--- src/rtl/fifo_arb_pkg.sv ---
// Shared types, default widths and the round-robin pick function for fifo_wr_arbiter.
package fifo_arb_pkg;

    typedef enum logic {ARB, LOCK} arb_state_e;

    localparam int unsigned DEF_NUM_REQ    = 4;
    localparam int unsigned DEF_DEPTH      = 256;
    localparam int unsigned DEF_DATA_WIDTH = 8;
    localparam int unsigned DEF_PTR_WIDTH  = 8;
    localparam int unsigned DEF_BURST_MAX  = 4;

    localparam int unsigned MAX_REQ   = 8;
    localparam int unsigned MAX_IDX_W = 3;
    localparam int unsigned BEAT_W    = 4;

    // One-hot grant for the first set bit of req at or above rr_ptr, wrapping within n.
    function automatic logic [MAX_REQ-1:0] rr_pick(
        input logic [MAX_REQ-1:0]   req,
        input logic [MAX_IDX_W-1:0] rr_ptr,
        input int unsigned          n
    );
        logic [MAX_REQ-1:0]   g;
        logic [MAX_IDX_W-1:0] sel;
        logic                 found;
        g     = '0;
        found = 1'b0;
        for (int unsigned k = 0; k < MAX_REQ; k++) begin
            if (k < n && !found) begin
                sel = MAX_IDX_W'((32'(rr_ptr) + k) % n);
                if (req[sel]) begin
                    g[sel] = 1'b1;
                    found  = 1'b1;
                end
            end
        end
        return g;
    endfunction

endpackage

--- src/rtl/rr_arbiter.sv ---
// Combinational round-robin pick from a request vector and a rotating priority pointer.
module rr_arbiter
    import fifo_arb_pkg::*;
#(
    parameter int unsigned NUM_REQ = DEF_NUM_REQ,
    parameter int unsigned IDX_W   = 2
) (
    input  logic [NUM_REQ-1:0] req,
    input  logic [IDX_W-1:0]   rr_ptr,
    output logic [NUM_REQ-1:0] gnt
);

    logic [MAX_REQ-1:0] req_ext;
    logic [MAX_REQ-1:0] pick;
    logic               unused_pick;

    assign req_ext     = MAX_REQ'(req);
    assign pick        = rr_pick(req_ext, MAX_IDX_W'(rr_ptr), NUM_REQ);
    assign gnt         = pick[NUM_REQ-1:0];
    assign unused_pick = ^pick;

endmodule

--- src/rtl/fifo_wr_arbiter.sv ---
// Shares one fifo write port between NUM_REQ producers (round-robin + burst lock) and sequences reads.
// Optional macro FIFO_WR_ARB_WATERMARK_EN adds afull_thresh/almost_full and refuses new locks when almost full.
module fifo_wr_arbiter
    import fifo_arb_pkg::*;
#(
    parameter int unsigned NUM_REQ    = DEF_NUM_REQ,
    parameter int unsigned DEPTH      = DEF_DEPTH,
    parameter int unsigned DATA_WIDTH = DEF_DATA_WIDTH,
    parameter int unsigned PTR_WIDTH  = DEF_PTR_WIDTH,
    parameter int unsigned BURST_MAX  = DEF_BURST_MAX
) (
    input  logic                          clk,
    input  logic                          rst_n,
    input  logic [NUM_REQ-1:0]            req,
    input  logic [NUM_REQ-1:0]            req_lock,
    input  logic [NUM_REQ*DATA_WIDTH-1:0] req_data,
    output logic [NUM_REQ-1:0]            gnt,
    input  logic                          rd_req,
    output logic                          rd_valid,
    output logic                          w_en,
    output logic                          r_en,
    output logic [PTR_WIDTH:0]            b_wptr,
    output logic [PTR_WIDTH:0]            b_rptr,
    output logic [DATA_WIDTH-1:0]         data_in,
    output logic                          full,
    output logic                          empty,
    output logic [PTR_WIDTH:0]            count,
`ifdef FIFO_WR_ARB_WATERMARK_EN
    input  logic [PTR_WIDTH:0]            afull_thresh,
    output logic                          almost_full,
`endif
    output logic                          wr_drop
);

    localparam int unsigned IDX_W = (NUM_REQ > 2) ? $clog2(NUM_REQ) : 1;

    if (DEPTH != (1 << PTR_WIDTH)) begin : g_depth_check
        $error("DEPTH must equal 2**PTR_WIDTH");
    end

    arb_state_e           state_q, state_d;
    logic [IDX_W-1:0]     rr_ptr_q, rr_ptr_d;
    logic [IDX_W-1:0]     owner_q, owner_d;
    logic [BEAT_W-1:0]    beat_q, beat_d;
    logic [PTR_WIDTH:0]   wptr_q, wptr_d, rptr_q, rptr_d, count_q;
    logic                 full_q, empty_q, rd_valid_q;
    logic [NUM_REQ-1:0]   rr_gnt, gnt_raw;
    logic [IDX_W-1:0]     winner;
    logic                 lock_ok;

    rr_arbiter #(
        .NUM_REQ(NUM_REQ),
        .IDX_W  (IDX_W)
    ) u_rr (
        .req   (req),
        .rr_ptr(rr_ptr_q),
        .gnt   (rr_gnt)
    );

    always_comb begin
        gnt_raw = '0;
        if (state_q == ARB) begin
            gnt_raw = rr_gnt;
        end else if (req[owner_q]) begin
            gnt_raw[owner_q] = 1'b1;
        end
        gnt = (rst_n && !full_q) ? gnt_raw : '0;
    end

    always_comb begin
        winner = '0;
        for (int unsigned i = 0; i < NUM_REQ; i++) begin
            if (gnt[i]) winner = IDX_W'(i);
        end
    end

    assign w_en     = |(req & gnt);
    assign data_in  = req_data[winner*DATA_WIDTH +: DATA_WIDTH];
    assign r_en     = rst_n & rd_req & ~empty_q;
    assign wr_drop  = rst_n & (|req) & full_q;
    assign rd_valid = rd_valid_q;
    assign b_wptr   = wptr_q;
    assign b_rptr   = rptr_q;
    assign full     = full_q;
    assign empty    = empty_q;
    assign count    = count_q;

`ifdef FIFO_WR_ARB_WATERMARK_EN
    logic almost_full_q;
    assign almost_full = almost_full_q;
    assign lock_ok     = ~almost_full_q;
`else
    assign lock_ok     = 1'b1;
`endif

    always_comb begin
        state_d  = state_q;
        owner_d  = owner_q;
        beat_d   = beat_q;
        rr_ptr_d = rr_ptr_q;
        case (state_q)
            ARB: begin
                if (w_en) begin
                    rr_ptr_d = (winner == IDX_W'(NUM_REQ - 1)) ? '0 : winner + 1'b1;
                    // A cap of one beat never needs the LOCK state.
                    if (req_lock[winner] && lock_ok && BURST_MAX > 1) begin
                        state_d = LOCK;
                        owner_d = winner;
                        beat_d  = BEAT_W'(1);
                    end
                end
            end
            LOCK: begin
                if (!req_lock[owner_q] || !req[owner_q]) begin
                    state_d = ARB;
                    beat_d  = '0;
                end else if (w_en) begin
                    beat_d = beat_q + 1'b1;
                    if (beat_d == BEAT_W'(BURST_MAX)) begin
                        state_d = ARB;
                        beat_d  = '0;
                    end
                end
            end
            default: state_d = ARB;
        endcase
    end

    always_comb begin
        wptr_d = wptr_q + (PTR_WIDTH + 1)'(w_en);
        rptr_d = rptr_q + (PTR_WIDTH + 1)'(r_en);
    end

    always_ff @(posedge clk) begin
        if (!rst_n) begin
            state_q    <= ARB;
            rr_ptr_q   <= '0;
            owner_q    <= '0;
            beat_q     <= '0;
            wptr_q     <= '0;
            rptr_q     <= '0;
            count_q    <= '0;
            full_q     <= 1'b0;
            empty_q    <= 1'b1;
            rd_valid_q <= 1'b0;
        end else begin
            state_q    <= state_d;
            rr_ptr_q   <= rr_ptr_d;
            owner_q    <= owner_d;
            beat_q     <= beat_d;
            wptr_q     <= wptr_d;
            rptr_q     <= rptr_d;
            count_q    <= wptr_d - rptr_d;
            full_q     <= (wptr_d[PTR_WIDTH] != rptr_d[PTR_WIDTH]) &&
                          (wptr_d[PTR_WIDTH-1:0] == rptr_d[PTR_WIDTH-1:0]);
            empty_q    <= (wptr_d == rptr_d);
            rd_valid_q <= r_en;
        end
    end

`ifdef FIFO_WR_ARB_WATERMARK_EN
    always_ff @(posedge clk) begin
        if (!rst_n) almost_full_q <= 1'b0;
        else        almost_full_q <= ((wptr_d - rptr_d) >= afull_thresh);
    end
`endif

endmodule
--- config.mk ---
export PLATFORM = sky130hd
export DESIGN_NAME = fifo_wr_arbiter
export DESIGN_NICKNAME = d
export VERILOG_FILES = /design/src/rtl/fifo_arb_pkg.sv /design/src/rtl/rr_arbiter.sv /design/src/rtl/fifo_wr_arbiter.sv
export SDC_FILE = /design/constraint.sdc
export NUM_CORES = 1
export LEC_CHECK = 0
export ABC_AREA = 0
export CORE_ASPECT_RATIO = 1.2
export CORE_MARGIN = 2
export CORE_UTILIZATION = 45
export CTS_BUF_LIST = sky130_fd_sc_hd__clkbuf_2 sky130_fd_sc_hd__clkbuf_4 sky130_fd_sc_hd__clkbuf_8
export DETAILED_ROUTE_END_ITERATION = 12
export HOLD_SLACK_MARGIN = 0.03
export PLACE_DENSITY = 0.74
export SYNTH_ARGS = -nofsm -noshare
export SYNTH_HDL_FRONTEND = slang
export SYNTH_SLANG_ARGS = --single-unit
--- constraint.sdc ---
create_clock -name clk -period 13.2 [get_ports clk]
set_input_delay 2.64 -clock clk [delete_from_list [all_inputs] [get_ports clk]]
set_output_delay 2.64 -clock clk [all_outputs]
set_load 0.02 [all_outputs]
Word level (Yosys, flattened, before mapping)
Index checks and enable logic that the tools add are counted.

storage, ports and cells
  bits in registers = 39
  input port bits = 43
  logic and storage cells = 119

operators by class
  shifts and indexed selects = 1
  bitwise logic cells = 10
  magnitude comparators = 11
  equality and inequality tests = 8
  reduce and logical (&&, ||, !) cells = 16
  add/sub/neg operators = 8
  multiplexer cells = 55

operators with widths
  kind                                                                                  count
  4-bit 2-to-1 mux                                                                      15
  32-bit by 6-bit indexed part select with 8-bit output                                 1
  1-bit 2-to-1 mux                                                                      23
  9-bit by 1-bit adder with 9-bit output                                                2
  2-bit by 4-bit < comparator with 1-bit output (second input constant)                 4
  1-bit binary-select mux with 2-bit select                                             7
  4-bit OR                                                                              3
  1-bit demux with 2-bit select                                                         5
  2-bit by 1-bit greater-or-equal comparator with 1-bit output (second input constant)  5
  9-bit equality test                                                                   1
  9-bit subtractor                                                                      1
  8-bit equality test                                                                   1
  4-bit one-hot mux with 2 select lines                                                 1
  4-bit OR reduction                                                                    2
  1-bit logical AND                                                                     7
  2-bit by 3-bit < comparator with 1-bit output (second input constant)                 2
  2-bit 2-to-1 mux                                                                      3
  3-bit AND reduction                                                                   2
  2-bit by 1-bit adder with 2-bit output (second input constant)                        2
  2-bit adder (second input constant)                                                   2
  4-bit by 1-bit adder with 4-bit output (second input constant)                        1
  1-bit bitwise AND                                                                     4
  4-bit bitwise AND                                                                     1
  4-bit by 3-bit equality test with 1-bit output (second input constant)                1
  other kinds (10)                                                                      13

Logic depth before layout (Yosys ltp)
Gate-level depths: netlist (run 1).

  depth in word-level cells = 24
  depth in mapped cells = 20

Modules after synthesis
From an unflattened synthesis (run 1), not the netlist that was laid out.

unflattened totals
  cell total of the unflattened synthesis = 328
  area, all modules = 2880.3 sq um

modules (own cells, without submodules)
  module           times used  area an instance (sq um)  cells an instance
  fifo_wr_arbiter  1           2581.2                    298
  rr_arbiter       1           299.0                     30

Worst setup path after synthesis (run 1)
No wires, ideal clock.

  path type = input-to-output
  from = in req[0]
  to = out data_in[0]
  stages on the path = 9
  arrival = 4.952 ns
  path slack = 5.608 ns
  required time = 10.560 ns
  cells stage by stage = mux4_1 -> nor3b_1 -> a221o_2 -> o211ai_1 -> nand2_2 -> buf_2 -> nor2_1 -> a21oi_1 -> o21ai_0

RTL lines
  item                                                       line                   text
  from (decl)                                                fifo_wr_arbiter.sv:14  input logic [NUM_REQ-1:0] req,
  1-bit binary-select mux with 2-bit select                  fifo_arb_pkg.sv:30     if (req[sel]) begin
  1-bit 2-to-1 mux (implied by the code)                     fifo_arb_pkg.sv:30
  4-bit 2-to-1 mux                                           fifo_arb_pkg.sv:30
  4-bit OR (no line)                                         -
  4-bit 2-to-1 mux                                           fifo_arb_pkg.sv:30
  4-bit 2-to-1 mux                                           fifo_arb_pkg.sv:28     if (k < n && !found) begin
  4-bit OR (no line)                                         -
  4-bit 2-to-1 mux                                           fifo_arb_pkg.sv:30
  4-bit 2-to-1 mux                                           fifo_arb_pkg.sv:28
  4-bit OR (no line)                                         -
  4-bit 2-to-1 mux                                           fifo_arb_pkg.sv:30
  4-bit 2-to-1 mux                                           fifo_arb_pkg.sv:28
  4-bit 2-to-1 mux (*)                                       fifo_wr_arbiter.sv:62  if (state_q == ARB) begin
  4-bit 2-to-1 mux (*)                                       fifo_wr_arbiter.sv:67  gnt = (rst_n && !full_q) ? gnt_raw : '0;
  named net gnt[2]                                           fifo_wr_arbiter.sv:17  output logic [NUM_REQ-1:0] gnt,
  2-bit 2-to-1 mux (*) (2 in series)                         fifo_wr_arbiter.sv:73  if (gnt[i]) winner = IDX_W'(i);
  32-bit by 6-bit indexed part select with 8-bit output (*)  fifo_wr_arbiter.sv:78  assign data_in = req_data[winner*DATA_WIDTH +: DATA_WIDTH];
  to (decl)                                                  fifo_wr_arbiter.sv:24  output logic [DATA_WIDTH-1:0] data_in,

The timed path passes the listed nets; every way through them passes the cells marked *. The select of a mux whose other input is x is not followed.

Final worst setup path (run 1)
  from = in req[3]
  to = out data_in[6]

on the way
  word-level cells in the longest chain between the ends = 18

RTL lines
  item                                                       line
  1-bit binary-select mux with 2-bit select                  fifo_arb_pkg.sv:30
  1-bit 2-to-1 mux (implied by the code)                     fifo_arb_pkg.sv:30
  4-bit 2-to-1 mux                                           fifo_arb_pkg.sv:30
  4-bit OR (no line)                                         -
  4-bit 2-to-1 mux                                           fifo_arb_pkg.sv:30
  4-bit 2-to-1 mux                                           fifo_arb_pkg.sv:28
  4-bit OR (no line)                                         -
  4-bit 2-to-1 mux                                           fifo_arb_pkg.sv:30
  [... 2 more ...]                                           -
  4-bit 2-to-1 mux                                           fifo_arb_pkg.sv:30
  4-bit 2-to-1 mux                                           fifo_arb_pkg.sv:28
  4-bit 2-to-1 mux (*)                                       fifo_wr_arbiter.sv:62
  4-bit 2-to-1 mux (*)                                       fifo_wr_arbiter.sv:67
  1-bit 2-to-1 mux                                           fifo_wr_arbiter.sv:73
  2-bit 2-to-1 mux                                           fifo_wr_arbiter.sv:73
  2-bit 2-to-1 mux (*)                                       fifo_wr_arbiter.sv:73
  32-bit by 6-bit indexed part select with 8-bit output (*)  fifo_wr_arbiter.sv:78

Every way passes the cells marked *; elsewhere a longest branch is shown, timed or not. The select of a mux whose other input is x is not followed.

==> reports/qor.txt, run 1 <==
TIMING
----------------------------------------------------------------------------------------
Relative slew slack                                                                0.502
Max Fclk                                                                       0.116 GHz
Portion of the clock cycle consumed by the worst path in the final layout          0.653
Actual transition at the worst max-transition pin                               0.742 ns
Final setup violating endpoints                                                        0
Setup_tns                                                                           0 ns
Final worst clock skew                                                        0.00368 ns
Unrepaired setup endpoints after global routing                                       no
Minimum hold slack                                                              0.442 ns
Final WS setup                                                                   4.58 ns
Final critical path time including I/O delays and setup                          8.62 ns
Final Max Tran Viols                                                                   0
Final hold vios                                                                        0

PWR
----------------------------------------------------------------------------------------
Combinational cell fraction of total power                                         0.624
Maximum vdd drop                                                               0.0815 mV
Switching pwr                                                                     278 uW
Internal Pwr Total                                                                359 uW
Fraction of power consumed by sequential logic                                     0.248
Switching Share                                                                    0.437
Leakage power of the design                                                   0.00155 uW
Areal power density over the cells                                           168 nW/um^2
Power, Total                                                                      637 uW
Clock network power share                                                          0.128

CELLS AND AREA
----------------------------------------------------------------------------------------
Most common cell after layout, fill and taps aside                          sky130_fd_sc_hd__clkdlybuf4s50_1
Commonest non-fill, non-tap cells in the layout                             sky130_fd_sc_hd__clkdlybuf4s50_1 (87), sky130_fd_sc_hd__nor2_1 (41), sky130_fd_sc_hd__dfxtp_1 (39)
Layout overhead on the synthesized area                                            35.2%
Core utilization of the finished layout                                            0.627
Fraction of final layout cells with drive strength greater than 1                 0.0544
Diode insertion count for antenna repair                                               0
Net total in the final layout                                                        489

DIE
----------------------------------------------------------------------------------------
Core region area                                                              6050 sq um
Die Footprint                                                                 6890 sq um
Die extent in y                                                                  90.5 um
Die outline width                                                                76.1 um
Placement Rows                                                                        31
Effective utilization at floorplan                                                 0.464
Boundary pin count                                                                    88

WORST SETUP PATH
----------------------------------------------------------------------------------------
Largest fanout on the critical path                                                   19
Startpoint Class                                                               input pin
Data arrival, critical path                                                      5.98 ns
Required @ worst endpoint                                                       10.56 ns
Setup CP Type                                                                     in2out
CP endpoint kind                                                            primary output

PLACEMENT
----------------------------------------------------------------------------------------
Final Wtd Congestion                                                               0.873
Number of input and output port buffers inserted                                      87
Post-placement setup slack                                                       4.63 ns
DPL Wire Length                                                                  5.65 mm

SYNTHESIS
----------------------------------------------------------------------------------------
Gate count of the mapped netlist                                                     341
Syn Nets                                                                             408
Primary FF master, synth                                                    sky130_fd_sc_hd__dfxtp_1
Number of unique standard cell types used by synthesis                                58
Share of synthesized flip-flops with an asynchronous set or reset                      0
Total number of yosys warnings                                                         0
Sequential area share after synthesis                                              0.278
Flop and latch count out of synthesis                                                 39
Number of enable-type register cells in the synthesized netlist                        0
Mean area per synthesized cell                                                8.23 sq um
Netlist area before placement                                                 2810 sq um

GLOBAL ROUTE
----------------------------------------------------------------------------------------
Pin count of the biggest net entering global routing                                  27
Tot GR Track Use                                                                   0.215
Global-route wire length before repair                                           12.5 mm
Remaining Overflow, GRT                                                                0
Via count of the first global-routing pass                                          2677
Number of antenna violations at the first check in global routing                      0

ROUTE
----------------------------------------------------------------------------------------
Via count of the routed design                                                      2727
Vias per cell                                                                       5.40
Violation count after the first detailed-routing iteration                           122
Detailed Route WL                                                                7.28 mm
Routed length per instance                                                       14.4 um
Length of the first detailed-routing pass in iterations                                6
ANT nets after route                                                                   0
DRC errors left                                                                        0

CTS
----------------------------------------------------------------------------------------
Cts bufs inserted                                                                      5
Hold-fix buffers, CTS                                                                  0
Clock slew at the register clock pins of the worst setup and hold paths          0.07 ns
TritonCTS clock tree                                                                 yes
Buffer cell driving the clock tree root                                     sky130_fd_sc_hd__clkbuf_8
Number of levels in the clock H-tree                                                   2
Clock Tree Buf Depth                                                                   2
Clk sinks                                                                             39
Number of gates resized after CTS                                                      0
Post-CTS setup-driven buffer insertion count                                           0
Clock latency on the worst-skew pair                                             0.29 ns

MIN PATH
----------------------------------------------------------------------------------------
Type of the worst min-delay path                                                 reg2reg

RUN
----------------------------------------------------------------------------------------
Maximum Capacitance Violations                                                         0

STATUS
----------------------------------------------------------------------------------------
Status                                                                      complete, no violations

[worst max-delay path, cell delays in order]
cell	delay, ns
sky130_fd_sc_hd__clkdlybuf4s50_1	0.54
sky130_fd_sc_hd__mux4_1	0.64
sky130_fd_sc_hd__nor3b_1	0.20
sky130_fd_sc_hd__a221o_2	0.37
sky130_fd_sc_hd__o211ai_1	0.26
sky130_fd_sc_hd__nand2_2	0.27
sky130_fd_sc_hd__nor2_1	0.17
sky130_fd_sc_hd__a21oi_1	0.05
sky130_fd_sc_hd__o21ai_0	0.18
sky130_fd_sc_hd__clkdlybuf4s50_1	0.63
[routing by layer]
layer,vias to the layer above,wire [um],GRT usage
met3,10,408,0.0400
met1,1266,3150,0.257
met4,0,98,0.0591
met2,90,3620,0.394
li1,1361,-,-
met5,-,0,0
[final cells by class]
cell class / instances / area [sq um]
tap: 82 / 103
inverter: 18 / 67.6
fill: 560 / 2250
timing repair buffer: 88 / 878
clock inverter: 1 / 5.00
sequential: 39 / 781
multi-input combinational: 270 / 1880
clock buffer: 7 / 83.8
[flip-flops by register name, summed over array words and instances (netlist names), 2 cells and up]
signal    flops
rr_ptr_q      2
beat_q        4
b_rptr        9
b_wptr        9
owner_q       2
count         9
[kinds of logic after synthesis]
logic type | synth area share
DFF | 0.278
adders and majority gates | 0.110
and+or+nand+nor | 0.239
buffers and inverters | 0.0530
xor gates and xnor gates | 0.0655
AOI/OAI and AO/OA | 0.188
muxes | 0.0668
[per-stage QoR]
stage                     area, sq um  std cells
after floorplan                  2810        341
after global placement           3710        497
after detailed placement         3710        497
after CTS                        3800        505
after global routing             3800        505
final                            3800        505
[power by group through the flow]
stage                     registers (uW)  logic (uW)  clock network [uW]
after global routing                 161         436                87.5
after global placement               160         391                   0
after floorplan                      163         268                   0
after CTS                            158         398                84.2
final                                158         398                81.5
after detailed placement             161         397                   0
[synth_stat cells (3+ instances only)]
cell                       number  area share
sky130_fd_sc_hd__a21o_1         3      0.0080
sky130_fd_sc_hd__a21oi_1       22       0.039
sky130_fd_sc_hd__a32o_1         4       0.014
sky130_fd_sc_hd__and2_1         9       0.020
sky130_fd_sc_hd__buf_2          5      0.0089
sky130_fd_sc_hd__buf_6          3       0.012
sky130_fd_sc_hd__clkbuf_1       6      0.0080
sky130_fd_sc_hd__dfxtp_1       39        0.28
sky130_fd_sc_hd__ha_1          23        0.10
sky130_fd_sc_hd__inv_1         17       0.023
sky130_fd_sc_hd__mux2i_1        9       0.032
sky130_fd_sc_hd__nand2_1       33       0.044
sky130_fd_sc_hd__nand3_1       15       0.027
sky130_fd_sc_hd__nand4_1        3      0.0067
sky130_fd_sc_hd__nor2_1        41       0.055
sky130_fd_sc_hd__nor2b_1        3      0.0067
sky130_fd_sc_hd__nor3_1         8       0.014
sky130_fd_sc_hd__nor3b_1        5       0.013
sky130_fd_sc_hd__o211ai_1       5       0.013
sky130_fd_sc_hd__o21a_1         4       0.011
sky130_fd_sc_hd__o21ai_0       18       0.032
sky130_fd_sc_hd__xnor2_1       12       0.037
sky130_fd_sc_hd__xor2_1         9       0.028
[path summary, 6_finish.rpt]
path / startpoint / endpoint / slack (ns) / cells after the start
setup / recovery: req[3] / data_in[6] / 4.58 / 10
hold / removal: empty / rd_valid / 0.44 / 1
setup reg to reg: rr_ptr_q[0] / count[7] / 8.13 / 18
hold reg to reg: empty / rd_valid / 0.44 / 1
No activity file was read; power rests on OpenSTA's default activity.
==> run 2, diff against run 1 <==
Clock period 13.2 ns to 8.8 ns, I/O delays scaled along.
==> run 2 against run 1 <==
Compared with the run above:
- critical path depth unchanged
- largest cell class unchanged
- die area unchanged
- worst hold slack got worse by 0.0041 ns
- routed wire length decreased by 0.96%
- clock-buffer cell count unchanged
==> reports/qor.txt, run 2 (synthesized netlist as in run 1, its figures left out) <==
ROUTE
----------------------------------------------------------------------------------------
Metal-1 WL                                                                       3.22 mm   was 3.15 mm
Length of the first detailed-routing pass in iterations                                4   was 6
Routed length per instance                                                       14.3 um   was 14.4 um
Vias per cell                                                                       5.37   was 5.40
Via count of the routed design                                                      2711   was 2727
Uppermost layer routed                                                              met4   unchanged
Violation count after the first detailed-routing iteration                           103   was 122
Wire length on met3                                                               389 um   was 408 um
ANT nets after route                                                                   0   unchanged
Detailed Route WL                                                                7.21 mm   was 7.28 mm
Sum of met2 wire segment lengths after detailed routing                          3.46 mm   was 3.62 mm
DRC errors left                                                                        0   unchanged

CELLS AND AREA
----------------------------------------------------------------------------------------
Net total in the final layout                                                        489   unchanged
Most common cell after layout, fill and taps aside                          sky130_fd_sc_hd__clkdlybuf4s50_1   unchanged
Diode insertion count for antenna repair                                               0   unchanged
Filler cells                                                                         554   was 560
Layout overhead on the synthesized area                                            35.2%   unchanged
Area of all placed cells without fillers                                      3800 sq um   unchanged
Commonest non-fill, non-tap cells in the layout                             sky130_fd_sc_hd__clkdlybuf4s50_1 (87), sky130_fd_sc_hd__nor2_1 (41), sky130_fd_sc_hd__dfxtp_1 (39)   unchanged
Fraction of final layout cells with drive strength greater than 1                 0.0544   unchanged

WORST SETUP PATH
----------------------------------------------------------------------------------------
Required @ worst endpoint                                                        7.04 ns   was 10.56 ns
Data arrival, critical path                                                      5.08 ns   was 5.98 ns
Setup CP Type                                                                     in2out   unchanged
Largest fanout on the critical path                                                   19   unchanged
Startpoint Class                                                               input pin   unchanged
CP endpoint kind                                                            primary output   unchanged

TIMING
----------------------------------------------------------------------------------------
Setup_tns                                                                           0 ns   unchanged
Actual transition at the worst max-transition pin                               0.777 ns   was 0.742 ns
Relative slew slack                                                                0.479   was 0.502
Unrepaired setup endpoints after global routing                                       no   unchanged
Final hold vios                                                                        0   unchanged
Final setup violating endpoints                                                        0   unchanged
Max Fclk                                                                       0.146 GHz
Final critical path time including I/O delays and setup                          6.84 ns
Final Max Tran Viols                                                                   0   unchanged
Final worst clock skew                                                        0.00624 ns   was 0.00368 ns
Portion of the clock cycle consumed by the worst path in the final layout          0.777

CTS
----------------------------------------------------------------------------------------
Clock Tree Buf Depth                                                                   2   unchanged
Buffer cell driving the clock tree root                                     sky130_fd_sc_hd__clkbuf_8   unchanged
Hold-fix buffers, CTS                                                                  0   unchanged
Clk sinks                                                                             39   unchanged
Clock slew at the register clock pins of the worst setup and hold paths          0.07 ns   about the same
Clock latency on the worst-skew pair                                             0.29 ns   about the same
TritonCTS clock tree                                                                 yes   unchanged
Cts bufs inserted                                                                      5   unchanged
Number of levels in the clock H-tree                                                   2   unchanged
Post-CTS setup-driven buffer insertion count                                           0   unchanged
Number of gates resized after CTS                                                      0   unchanged

MIN PATH
----------------------------------------------------------------------------------------
Type of the worst min-delay path                                                 reg2reg   unchanged

DIE
----------------------------------------------------------------------------------------
Die Footprint                                                                 6890 sq um   unchanged
Die extent in y                                                                  90.5 um   unchanged
Die outline width                                                                76.1 um   unchanged
Core region area                                                              6050 sq um   unchanged
Boundary pin count                                                                    88   unchanged
Effective utilization at floorplan                                                 0.464   unchanged
Placement Rows                                                                        31   unchanged

GLOBAL ROUTE
----------------------------------------------------------------------------------------
Tot GR Track Use                                                                   0.210   was 0.215
Number of antenna violations at the first check in global routing                      0   unchanged
Pin count of the biggest net entering global routing                                  27   unchanged
Remaining Overflow, GRT                                                                0   unchanged
Global-route wire length before repair                                           12.2 mm   was 12.5 mm
Via count of the first global-routing pass                                          2625   was 2677

RUN
----------------------------------------------------------------------------------------
Maximum Capacitance Violations                                                         0   unchanged

PLACEMENT
----------------------------------------------------------------------------------------
Number of input and output port buffers inserted                                      87   unchanged
Placed cell area                                                              3710 sq um   unchanged
DPL Wire Length                                                                  5.55 mm   was 5.65 mm
Final Wtd Congestion                                                               0.873   unchanged

PWR
----------------------------------------------------------------------------------------
Areal power density over the cells                                           252 nW/um^2   was 168 nW/um^2
Leakage power of the design                                                   0.00155 uW   unchanged
Maximum vdd drop                                                                0.127 mV   was 0.0815 mV

STATUS
----------------------------------------------------------------------------------------
Status                                                                      complete, no violations   unchanged

==> run 2: worst paths after layout <==
kind,from,endpoint,slack [ns],cells past startpoint
worst max register to register,rr_ptr_q[0],count[7],3.71,18
worst min register to register,empty,rd_valid,0.44,1
worst max-delay path,req[0],data_in[6],1.96,10
worst min-delay path,empty,rd_valid,0.44,1
==> run 2: final cells by class <==
class / instances / area [sq um] / area share
inverter: 18 / 67.6 / 0.0178
sequential: 39 / 781 / 0.206
multi-input combinational: 270 / 1880 / 0.495
tap: 82 / 103 / 0.0270
clock inverter: 1 / 5.00 / 0.00132
timing repair buffer: 88 / 878 / 0.231
clock buffer: 7 / 83.8 / 0.0221
==> run 2: metrics by stage <==
stage	power, uW	utilization	instances	hold WS [ns]	worst slack, ns
final	957	0.627	505	0.438	1.96
after CTS	961	0.627	505	0.440	1.99
after floorplan	647	-	341	0.504	2.97
after global routing	1030	0.627	505	0.465	1.72
after detailed placement	837	0.613	497	0.429	2.00
after global placement	826	0.613	497	0.424	2.08
==> run 2: critical path: stages <==
cell and delay, ns:
sky130_fd_sc_hd__clkdlybuf4s50_1 0.53, sky130_fd_sc_hd__mux4_1 0.64, sky130_fd_sc_hd__nor3b_1 0.21, sky130_fd_sc_hd__a221o_2 0.37, sky130_fd_sc_hd__o211ai_1 0.24, sky130_fd_sc_hd__nand2_2 0.27, sky130_fd_sc_hd__nor2_1 0.18, sky130_fd_sc_hd__a21oi_1 0.05
sky130_fd_sc_hd__o21ai_0 0.19, sky130_fd_sc_hd__clkdlybuf4s50_1 0.64
==> run 2: metal layers <==
| layer | track usage | vias up |
|---|---|---|
| met5 | 0 | - |
| met4 | 0.0621 | 0 |
| met3 | 0.0400 | 13 |
| met2 | 0.376 | 89 |
| met1 | 0.254 | 1247 |
| li1 | - | 1362 |
==> run 2: where the power goes <==
group / internal [uW] / switching [uW] / leakage, uW
clock network: 61.8 / 60.9 / 0.0000491
logic: 272 / 325 / 0.00119
registers: 204 / 33.3 / 0.000316
